--- config.mk ---
export PLATFORM = sky130hd
export DESIGN_NAME = regfile_rd_ctrl
export DESIGN_NICKNAME = d
export VERILOG_FILES = /design/src/rtl/regfile_rd_ctrl.sv
export SDC_FILE = /design/constraint.sdc
export NUM_CORES = 1
export LEC_CHECK = 0
export ABC_AREA = 1
export CORE_ASPECT_RATIO = 2
export CORE_UTILIZATION = 35
export CTS_BUF_LIST = sky130_fd_sc_hd__clkbuf_2
export DETAILED_ROUTE_END_ITERATION = 10
export GPL_TIMING_DRIVEN = 0
export PLACE_DENSITY = 0.75
export SLEW_MARGIN = 5
export SYNTH_ARGS = -nofsm -noshare
export SYNTH_HDL_FRONTEND = slang
export SYNTH_SLANG_ARGS = --single-unit
--- constraint.sdc ---
create_clock -name clk -period 1.7 [get_ports clk]
set_input_delay 0.17 -clock clk [delete_from_list [all_inputs] [get_ports clk]]
set_output_delay 0.17 -clock clk [all_outputs]
set_load 0.05 [all_outputs]
--- src/rtl/regfile_rd_ctrl.sv ---
`default_nettype none
// ============================================================================
// Module   : regfile_rd_ctrl
// Purpose  : Read-side controller for the general register file. Accepts a
//            (start address, word count) command, issues one synchronous read
//            at a time, captures the returned word and streams it out on a
//            valid/ready channel, tagging the final word of the command.
// Revision : 1.0 - initial release
// ============================================================================
module regfile_rd_ctrl #(
    parameter int WIDTH  = 16,
    parameter int DEPTH  = 8,
    parameter int ADDR_W = 3
) (
    input  logic              clk,
    input  logic              rst,
    input  logic              cmd_valid,
    output logic              cmd_ready,
    input  logic [ADDR_W-1:0] cmd_addr,
    input  logic [ADDR_W-1:0] cmd_len,
    output logic              rf_rd_en,
    output logic [ADDR_W-1:0] rf_rd_addr,
    input  logic [WIDTH-1:0]  rf_rd_data,
    output logic              out_valid,
    input  logic              out_ready,
    output logic [WIDTH-1:0]  out_data,
    output logic [ADDR_W-1:0] out_addr,
    output logic              out_last,
    output logic              busy
);

    typedef enum logic [1:0] {
        IDLE = 2'd0,
        REQ  = 2'd1,
        CAP  = 2'd2,
        OUT  = 2'd3
    } state_t;

    state_t            state;
    state_t            state_nxt;
    logic [ADDR_W-1:0] cur_addr;
    logic [ADDR_W-1:0] remaining;
    logic [ADDR_W-1:0] addr_inc;

    // Next sequential address, wrapping from the top register back to 0
    assign addr_inc = (cur_addr == ADDR_W'(DEPTH - 1)) ? '0 : cur_addr + ADDR_W'(1);

    // The read port always follows the current address; strobe is state-decoded
    assign rf_rd_addr = cur_addr;

    // State register
    always_ff @(posedge clk or posedge rst) begin
        if (rst) begin
            state <= IDLE;
        end else begin
            state <= state_nxt;
        end
    end

    // Next-state logic and state-decoded handshake/strobe outputs
    always_comb begin
        state_nxt = state;
        cmd_ready = 1'b0;
        rf_rd_en  = 1'b0;
        out_valid = 1'b0;
        busy      = 1'b1;
        case (state)
            IDLE: begin
                cmd_ready = 1'b1;
                busy      = 1'b0;
                if (cmd_valid) begin
                    state_nxt = REQ;
                end
            end
            REQ: begin
                rf_rd_en  = 1'b1;
                state_nxt = CAP;
            end
            CAP: begin
                state_nxt = OUT;
            end
            OUT: begin
                out_valid = 1'b1;
                if (out_ready) begin
                    state_nxt = (remaining == '0) ? IDLE : REQ;
                end
            end
            default: begin
                state_nxt = IDLE;
            end
        endcase
    end

    // Command tracking and output word capture; output fields hold while stalled
    always_ff @(posedge clk or posedge rst) begin
        if (rst) begin
            cur_addr  <= '0;
            remaining <= '0;
            out_data  <= '0;
            out_addr  <= '0;
            out_last  <= 1'b0;
        end else begin
            case (state)
                IDLE: begin
                    if (cmd_valid) begin
                        cur_addr  <= cmd_addr;
                        remaining <= cmd_len;
                    end
                end
                CAP: begin
                    out_data <= rf_rd_data;
                    out_addr <= cur_addr;
                    out_last <= (remaining == '0);
                end
                OUT: begin
                    if (out_ready && (remaining != '0)) begin
                        remaining <= remaining - ADDR_W'(1);
                        cur_addr  <= addr_inc;
                    end
                end
                default: begin
                end
            endcase
        end
    end

endmodule
`default_nettype wire

==> impl_metrics.ini, run 1 <==
[logic_synthesis]
ys.warnings.count = 0
synth-seq-cells = 28
yosysMostFrequentCell = nand2_1
synth_edf_count = 0
synth_top_area_share_pct = 53.2
synth_flop_cell = dfrtp_1
synth_top_area_cell = dfrtp_1
syn_avg_cell_area_um2 = 11.2
syn_nets = 152
synth.distinct_cells = 14
ys_async_sr_fraction_pct = 100
synth_common_cells = nand2_1 (30), dfrtp_1 (28), mux2_2 (20)
syn_area_mm2 = 0.00132
synthTopCellsByArea = dfrtp_1 (53%), mux2_2 (17%), nand2_1 (8.6%)
yosysSeqAreaShare_pct = 53.2
syn_inst = 118

[sta]
grt_setup_unrepaired = false
period_share_pct = 92.1
hold_ws_ps = 349
period_minus_slack_ps = 1570
setup_ws_ps = 134
tightestPinTransition_ps = 1050
setup_viol = 0
finClkSkew_ps = 3.95
slew_headroom_pct = 29.9
maxSlewViolCount = 0
hold_viol_final = 0
fmax_ghz = 0.639

[die]
die-area_mm2 = 0.00403
num_rows = 31
die_h_um = 88.7
start_util_pct = 36.5
io_pins = 53
core_area_mm2 = 0.00361
die_w_um = 45.4

[clock_tree]
cts.sinks = 28
cts_setup_buffers = 0
clock-root-buffer = clkbuf_2
cts_tree = yes
insertion_delay_ps = 340
clk_pin_slew_ps = 230
clk_path_buf_depth = 2
htreeDepth = 1
cts_buffers = 3
postCtsHoldBufs = 0

[outcome]
status = finished, final reports clean

[finish]
layout.nets = 209
n_fill_cell = 346
drive_above_1_share_pct = 22.5
syn_to_final_growth_pct = 42.9
fin_util_pct = 52.1
num_antenna_cells = 0
design_area_mm2 = 0.00188

[setup_path]
cp_max_fo = 4
worstPathArrival_ps = 1400
critPathSlowestCell = dfrtp_1
regToRegSetupSlack_ps = 200
critPathKind = reg2out
crit_chain = inv_1, ha_2, clkbuf_4
cp_slowest_stage_delay_ps = 460
end_kind = output port
cp.required_ps = 1530
critPathLaunchType = flop

[drt]
vias = 1019
drt-total-wl_um = 2760
avgViaCountPerCell = 4.59
wl_per_cell_um = 12.4
drc = 0
drt_first_pass_iters = 4
ant_nets = 0
drtIter0Drc = 8

[global_route]
grt_pass1_vias = 1036
gr-usage-all-layers_pct = 14.7
grt_pass1_wl_um = 4340
grt-ovfl-total = 0
grt_max_degree = 29
antenna_found_initial = 0

[place]
dp_slack_ps = -108
placed_cell_area_mm2 = 0.00190
place_congestion = 0.719
dp_hpwl_um = 2250
port_buffers = 52

[hold_path]
hp-class = in2async

[flow_run]
drv_cap = 0
[sequential cells by signal, indices dropped and copies added, names as in the netlist]
register    cells
out_addr        3
out_data       16
out_last        1
remaining       3
rf_rd_addr      3
state           2
[routing by layer]
metal	track usage [%]	routed length, um	vias up
met1	14.1	971	489
met2	29.1	1590	36
met3	2.04	164	4
met5	0	0	-
li1	-	-	490
met4	5.79	36	0
[worst paths after layout]
kind,startpoint,end,cells after the start
worst min-delay path,rst,out_data[7]$_DFFE_PP0N_,2
worst max register to register,remaining[0]$_DFFE_PP0P_,rf_rd_addr[1]$_DFFE_PP0P_,7
min in group clk,rf_rd_data[4],out_data[4]$_DFFE_PP0N_,2
worst min register to register,remaining[2]$_DFFE_PP0P_,remaining[2]$_DFFE_PP0P_,2
worst max-delay path,state[1]$_DFFE_PP0P_,cmd_ready,3
max in group asynchronous,rst,out_data[0]$_DFFE_PP0N_,2
[metrics by stage]
step	cells	setup TNS, ps
4_1_cts	222	0
2_1_floorplan	118	0
6_report	222	0
5_1_grt	222	0
3_3_place_gp	219	-82.7
3_5_place_dp	219	-221
[cells in the final DEF, fill, tap and decap left out, types with 6 or more instances in the layout]
cell / instances
nand2_1: 30
dfrtp_1: 28
clkdlybuf4s50_1: 25
dlygate4sd2_1: 23
mux2_2: 20
inv_1: 10
nand3_1: 7
ha_1: 6
[what timing repair did]
action,in CTS,in global routing
endpoints found under the hold margin,0,0
setup endpoints to repair,27,4
gates resized for setup,41,9
[worst max-delay path: cells and delay by family, from the launching register on]
family     cells  cell delay, ps
buf+inv        2             360
flops          1             460
fa+ha+maj      1             230
[cell families after synthesis]
kind of cell	count (synthesis)	share of synthesized area, %
simple gates	40	12.6
flops	28	53.2
mux	20	17.1
buf+inv	15	5.04
fa+ha+maj	8	7.60
compound gates	7	4.37
[final cells by class]
class                   count  area [um^2]  share of cell area, %
inverters                  12         45.0                   2.40
repair buffers             52          483                   25.7
multi-input cells          75          554                   29.5
well taps                  49         61.3                   3.26
clock buffers               3         15.0                  0.798
plain buffers               3         21.3                   1.13
flip-flops and latches     28          701                   37.3
Power of run 1 is not shown: default switching activity piles up to over one toggle a cycle in this logic, so the estimate is an artifact.
==> run 2: changes to the inputs <==
- PLACE_DENSITY: 0.75 -> 0.78
- clock period: 1.7 -> 1.4 ns (I/O delays scaled with it)
==> impl_metrics.ini, run 2 (synthesis gave the netlist of run 1 again) <==
[outcome]
status = complete, but fails checks
violations = negative setup slack

[sta]
fmax_ghz = 0.670
grt_setup_unrepaired = true
maxSlewViolCount = 0
period_minus_slack_ps = 1490
finClkSkew_ps = 14.3
setup_ws_ps = -91.5
period_share_pct = 107
slew_headroom_pct = 30.5
hold_viol_final = 0
tightestPinTransition_ps = 1040
setup_viol = 9

[global_route]
grt-ovfl-total = 0
grt_pass1_vias = 1085
grt_pass1_wl_um = 4640
gr-usage-all-layers_pct = 16.0
antenna_found_initial = 0
grt_max_degree = 29

[setup_path]
cp_max_fo = 4
critPathLaunchType = flop
critPathSlowestCell = dfrtp_2
critPathKind = reg2out
worst_r2r_endpoint = remaining[0]$_DFFE_PP0P_
regToRegSetupSlack_ps = -20
worstRegToRegCells = 8
cp_slowest_stage_delay_ps = 490
end_kind = output port
cp.required_ps = 1260
reg2reg_from = state[0]$_DFFE_PP0P_
worstPathArrival_ps = 1350
crit_chain = inv_2, ha_4, clkinvlp_4, buf_6

[clock_tree]
htreeDepth = 1
cts.sinks = 28
cts_buffers = 3
clk_path_buf_depth = 2
insertion_delay_ps = 380
cts_tree = yes
clock-root-buffer = clkbuf_2
postCtsHoldBufs = 0
clk_pin_slew_ps = 260

[place]
placed_cell_area_mm2 = 0.00193
port_buffers = 52
placed_cells = 219
dp_slack_ps = -345
dp_hpwl_um = 2350
place_congestion = 0.796

[finish]
final_cell_mix = nand2_1 (29), clkdlybuf4s50_1 (25), dfrtp_1 (25)
n_fill_cell = 304
design_area_mm2 = 0.00208
drive_above_1_share_pct = 44.6
final_common_cell = nand2_1
num_antenna_cells = 0
largest_register_ffs = 16
fin_cells = 233
syn_to_final_growth_pct = 57.8
layout.nets = 219
top_register = out_data
fin_util_pct = 57.6

[die]
start_util_pct = 36.5
core_area_mm2 = 0.00361
die-area_mm2 = 0.00403
die_w_um = 45.4
die_h_um = 88.7
num_rows = 31
io_pins = 53

[drt]
drt-total-wl_um = 3220
drt_first_pass_iters = 4
vias = 1099
drc = 0
avgViaCountPerCell = 4.72
drtIter0Drc = 12
ant_nets = 0
wl_per_cell_um = 13.8

[hold_path]
hp-class = in2async

[flow_run]
drv_cap = 0
==> run 2: changes by cell type in the layout (fill, tap and decap cells not counted), sizes merged <==
| cell | before | now |
|---|---|---|
| buf | 5 | 19 |
| bufinv | 0 | 1 |
| clkbuf | 5 | 8 |
| clkdlybuf4s15 | 0 | 15 |
| clkinvlp | 0 | 2 |
| dlygate4sd2 | 23 | 0 |
| inv | 12 | 11 |
==> run 2: area by class of cell <==
type	count	area [um^2]	share of cell area, %
clock buffers	3	15.0	0.723
plain buffers	3	33.8	1.63
well taps	49	61.3	2.95
inverters	12	56.3	2.71
multi-input cells	75	592	28.5
repair inverters	1	7.51	0.361
flip-flops and latches	28	704	33.9
repair buffers	61	577	27.8
clock inverters	1	30.0	1.45
==> run 2: worst max-delay path, delay by kind of cell (launching register included) <==
kind	cells	cell delay [ps]
adder cells (fa/ha/maj)	1	170
flip-flops	1	490
buffers and inverters	3	330
==> run 2: worst max path at each step <==
stage	startpoint	to	slack (ps)	cells after the start
2_1_floorplan	state[0]$_DFFE_PP0P_	state[0]$_DFFE_PP0P_	-30	6
3_3_place_gp	state[0]$_DFFE_PP0P_	busy	-320	4
3_5_place_dp	state[0]$_DFFE_PP0P_	busy	-350	4
4_1_cts	state[0]$_DFFE_PP0P_	busy	-80	4
5_1_grt	state[1]$_DFFE_PP0P_	busy	-140	4
6_report	state[0]$_DFFE_PP0P_	busy	-90	4
==> run 2: what timing repair did <==
action	in CTS	in global routing
pin swaps	2	3
endpoints found under the setup margin	53	39
cloned	0	2
buffers inserted	5	3
gates resized for setup	102	19
==> run 2: metal layers <==
metal | vias to the layer above | track usage (%) | wire [um]
li1 | 513 | - | -
met1 | 519 | 15.1 | 1100
met2 | 56 | 31.4 | 1850
met3 | 11 | 1.02 | 173
met4 | 0 | 9.09 | 99
met5 | - | 0 | 0
==> run 2: metrics by stage <==
stage	setup TNS, ps	hold slack [ps]
4_1_cts	-229	307
2_1_floorplan	-26.1	205
5_1_grt	-956	330
6_report	-352	277
3_5_place_dp	-4450	475
3_3_place_gp	-2640	457
Power of run 2 is left out for the same reason.
==> run 3: changes to the inputs <==
- SLEW_MARGIN: 5 -> 15
==> impl_metrics.ini, run 3 (synthesis gave the netlist of run 1 again) <==
[outcome]
status = complete, but fails checks
violations = negative setup slack

[drt]
drt-total-wl_um = 3220
ant_nets = 0
drt_first_pass_iters = 4
vias = 1099
wl_per_cell_um = 13.8
drtIter0Drc = 12
avgViaCountPerCell = 4.72
drc = 0

[clock_tree]
cts_buffers = 3
clk_path_buf_depth = 2
insertion_delay_ps = 380
cts_tree = yes
cts.sinks = 28
clock-root-buffer = clkbuf_2
clk_pin_slew_ps = 260
htreeDepth = 1

[sta]
tightestPinTransition_ps = 981
period_share_pct = 107
hold_viol_final = 0
setup_ws_ps = -91.5
fmax_ghz = 0.670
finClkSkew_ps = 14.3
setup_viol = 9
slew_headroom_pct = 34.2
maxSlewViolCount = 0
period_minus_slack_ps = 1490
tns_ps = -352
grt_setup_unrepaired = true

[finish]
drive_above_1_share_pct = 44.6
top_register = out_data
final_common_cell = nand2_1
final_cell_mix = nand2_1 (29), clkdlybuf4s50_1 (25), dfrtp_1 (25)
layout.nets = 219
num_antenna_cells = 0
syn_to_final_growth_pct = 57.8
largest_register_ffs = 16

[global_route]
grt_pass1_wl_um = 4640
grt_pass1_vias = 1085
grt-ovfl-total = 0
gr-usage-all-layers_pct = 16.0
antenna_found_initial = 0
grt_max_degree = 29

[die]
num_rows = 31
core_area_mm2 = 0.00361
die-area_mm2 = 0.00403
start_util_pct = 36.5
io_pins = 53
die_w_um = 45.4
die_h_um = 88.7

[flow_run]
drv_cap = 0

[setup_path]
end_kind = output port
cp_max_fo = 4
critPathKind = reg2out
cp.required_ps = 1260
critPathLaunchType = flop
worstPathArrival_ps = 1350

[place]
dp_hpwl_um = 2350
place_congestion = 0.796
port_buffers = 52

[hold_path]
hp-class = in2async
run 3: final timing paths:
check / startpoint / endpoint / cells after the start / slack, ps
min in group clk: rf_rd_data[13] / out_data[13]$_DFFE_PP0N_ / 2 / 350
max in group asynchronous: rst / state[0]$_DFFE_PP0P_ / 2 / 770
worst max-delay path: state[0]$_DFFE_PP0P_ / busy / 4 / -90
worst min register to register: remaining[2]$_DFFE_PP0P_ / remaining[2]$_DFFE_PP0P_ / 2 / 540
worst min-delay path: rst / out_data[8]$_DFFE_PP0N_ / 2 / 140
worst max register to register: state[0]$_DFFE_PP0P_ / remaining[0]$_DFFE_PP0P_ / 8 / -20
run 3: through the flow:
step / util [%] / area (um^2) / hold slack [ps] / cells / setup slack, ps
after CTS: 57.2 / 2060 / 307 / 228 / -81.6
final: 57.6 / 2080 / 135 / 233 / -91.5
after floorplan: - / 1350 / 205 / 118 / -26.1
after global placement: 53.5 / 1930 / 457 / 219 / -319
after global routing: 57.6 / 2080 / 181 / 233 / -141
after detailed placement: 53.5 / 1930 / 475 / 219 / -345
run 3: critical path, stage by stage, from the launching register on:
cell	delay [ps]
dfrtp_2	490
inv_2	90
ha_4	170
clkinvlp_4	90
buf_6	150
run 3: area by class of cell:
type / count / area [um^2]
Tap cell: 49 / 61.3
Inverter: 12 / 56.3
Sequential cell: 28 / 704
Fill cell: 304 / 1530
Timing Repair inverter: 1 / 7.51
Timing Repair Buffer: 61 / 577
Clock inverter: 1 / 30.0
Multi-Input combinational cell: 75 / 592
Buffer: 3 / 33.8
Clock buffer: 3 / 15.0
run 3: routing by layer:
| metal | routed length (um) | vias to the layer above | part of all wire [%] | GRT usage (%) |
|---|---|---|---|---|
| met5 | 0 | - | 0 | 0 |
| met4 | 99 | 0 | 3.1 | 9.09 |
| met3 | 178 | 11 | 5.5 | 1.02 |
| met2 | 1850 | 56 | 57 | 31.4 |
| met1 | 1090 | 519 | 34 | 15.1 |
| li1 | - | 513 | - | - |
run 3: what timing repair did:
item | CTS | global route
endpoints found under the setup margin | 53 | 39
cloned | 0 | 2
pin swaps | 2 | 3
hold buffers | 0 | 0
resized for setup | 102 | 19
setup buffers | 5 | 3
Power of run 3 is left out for the same reason.
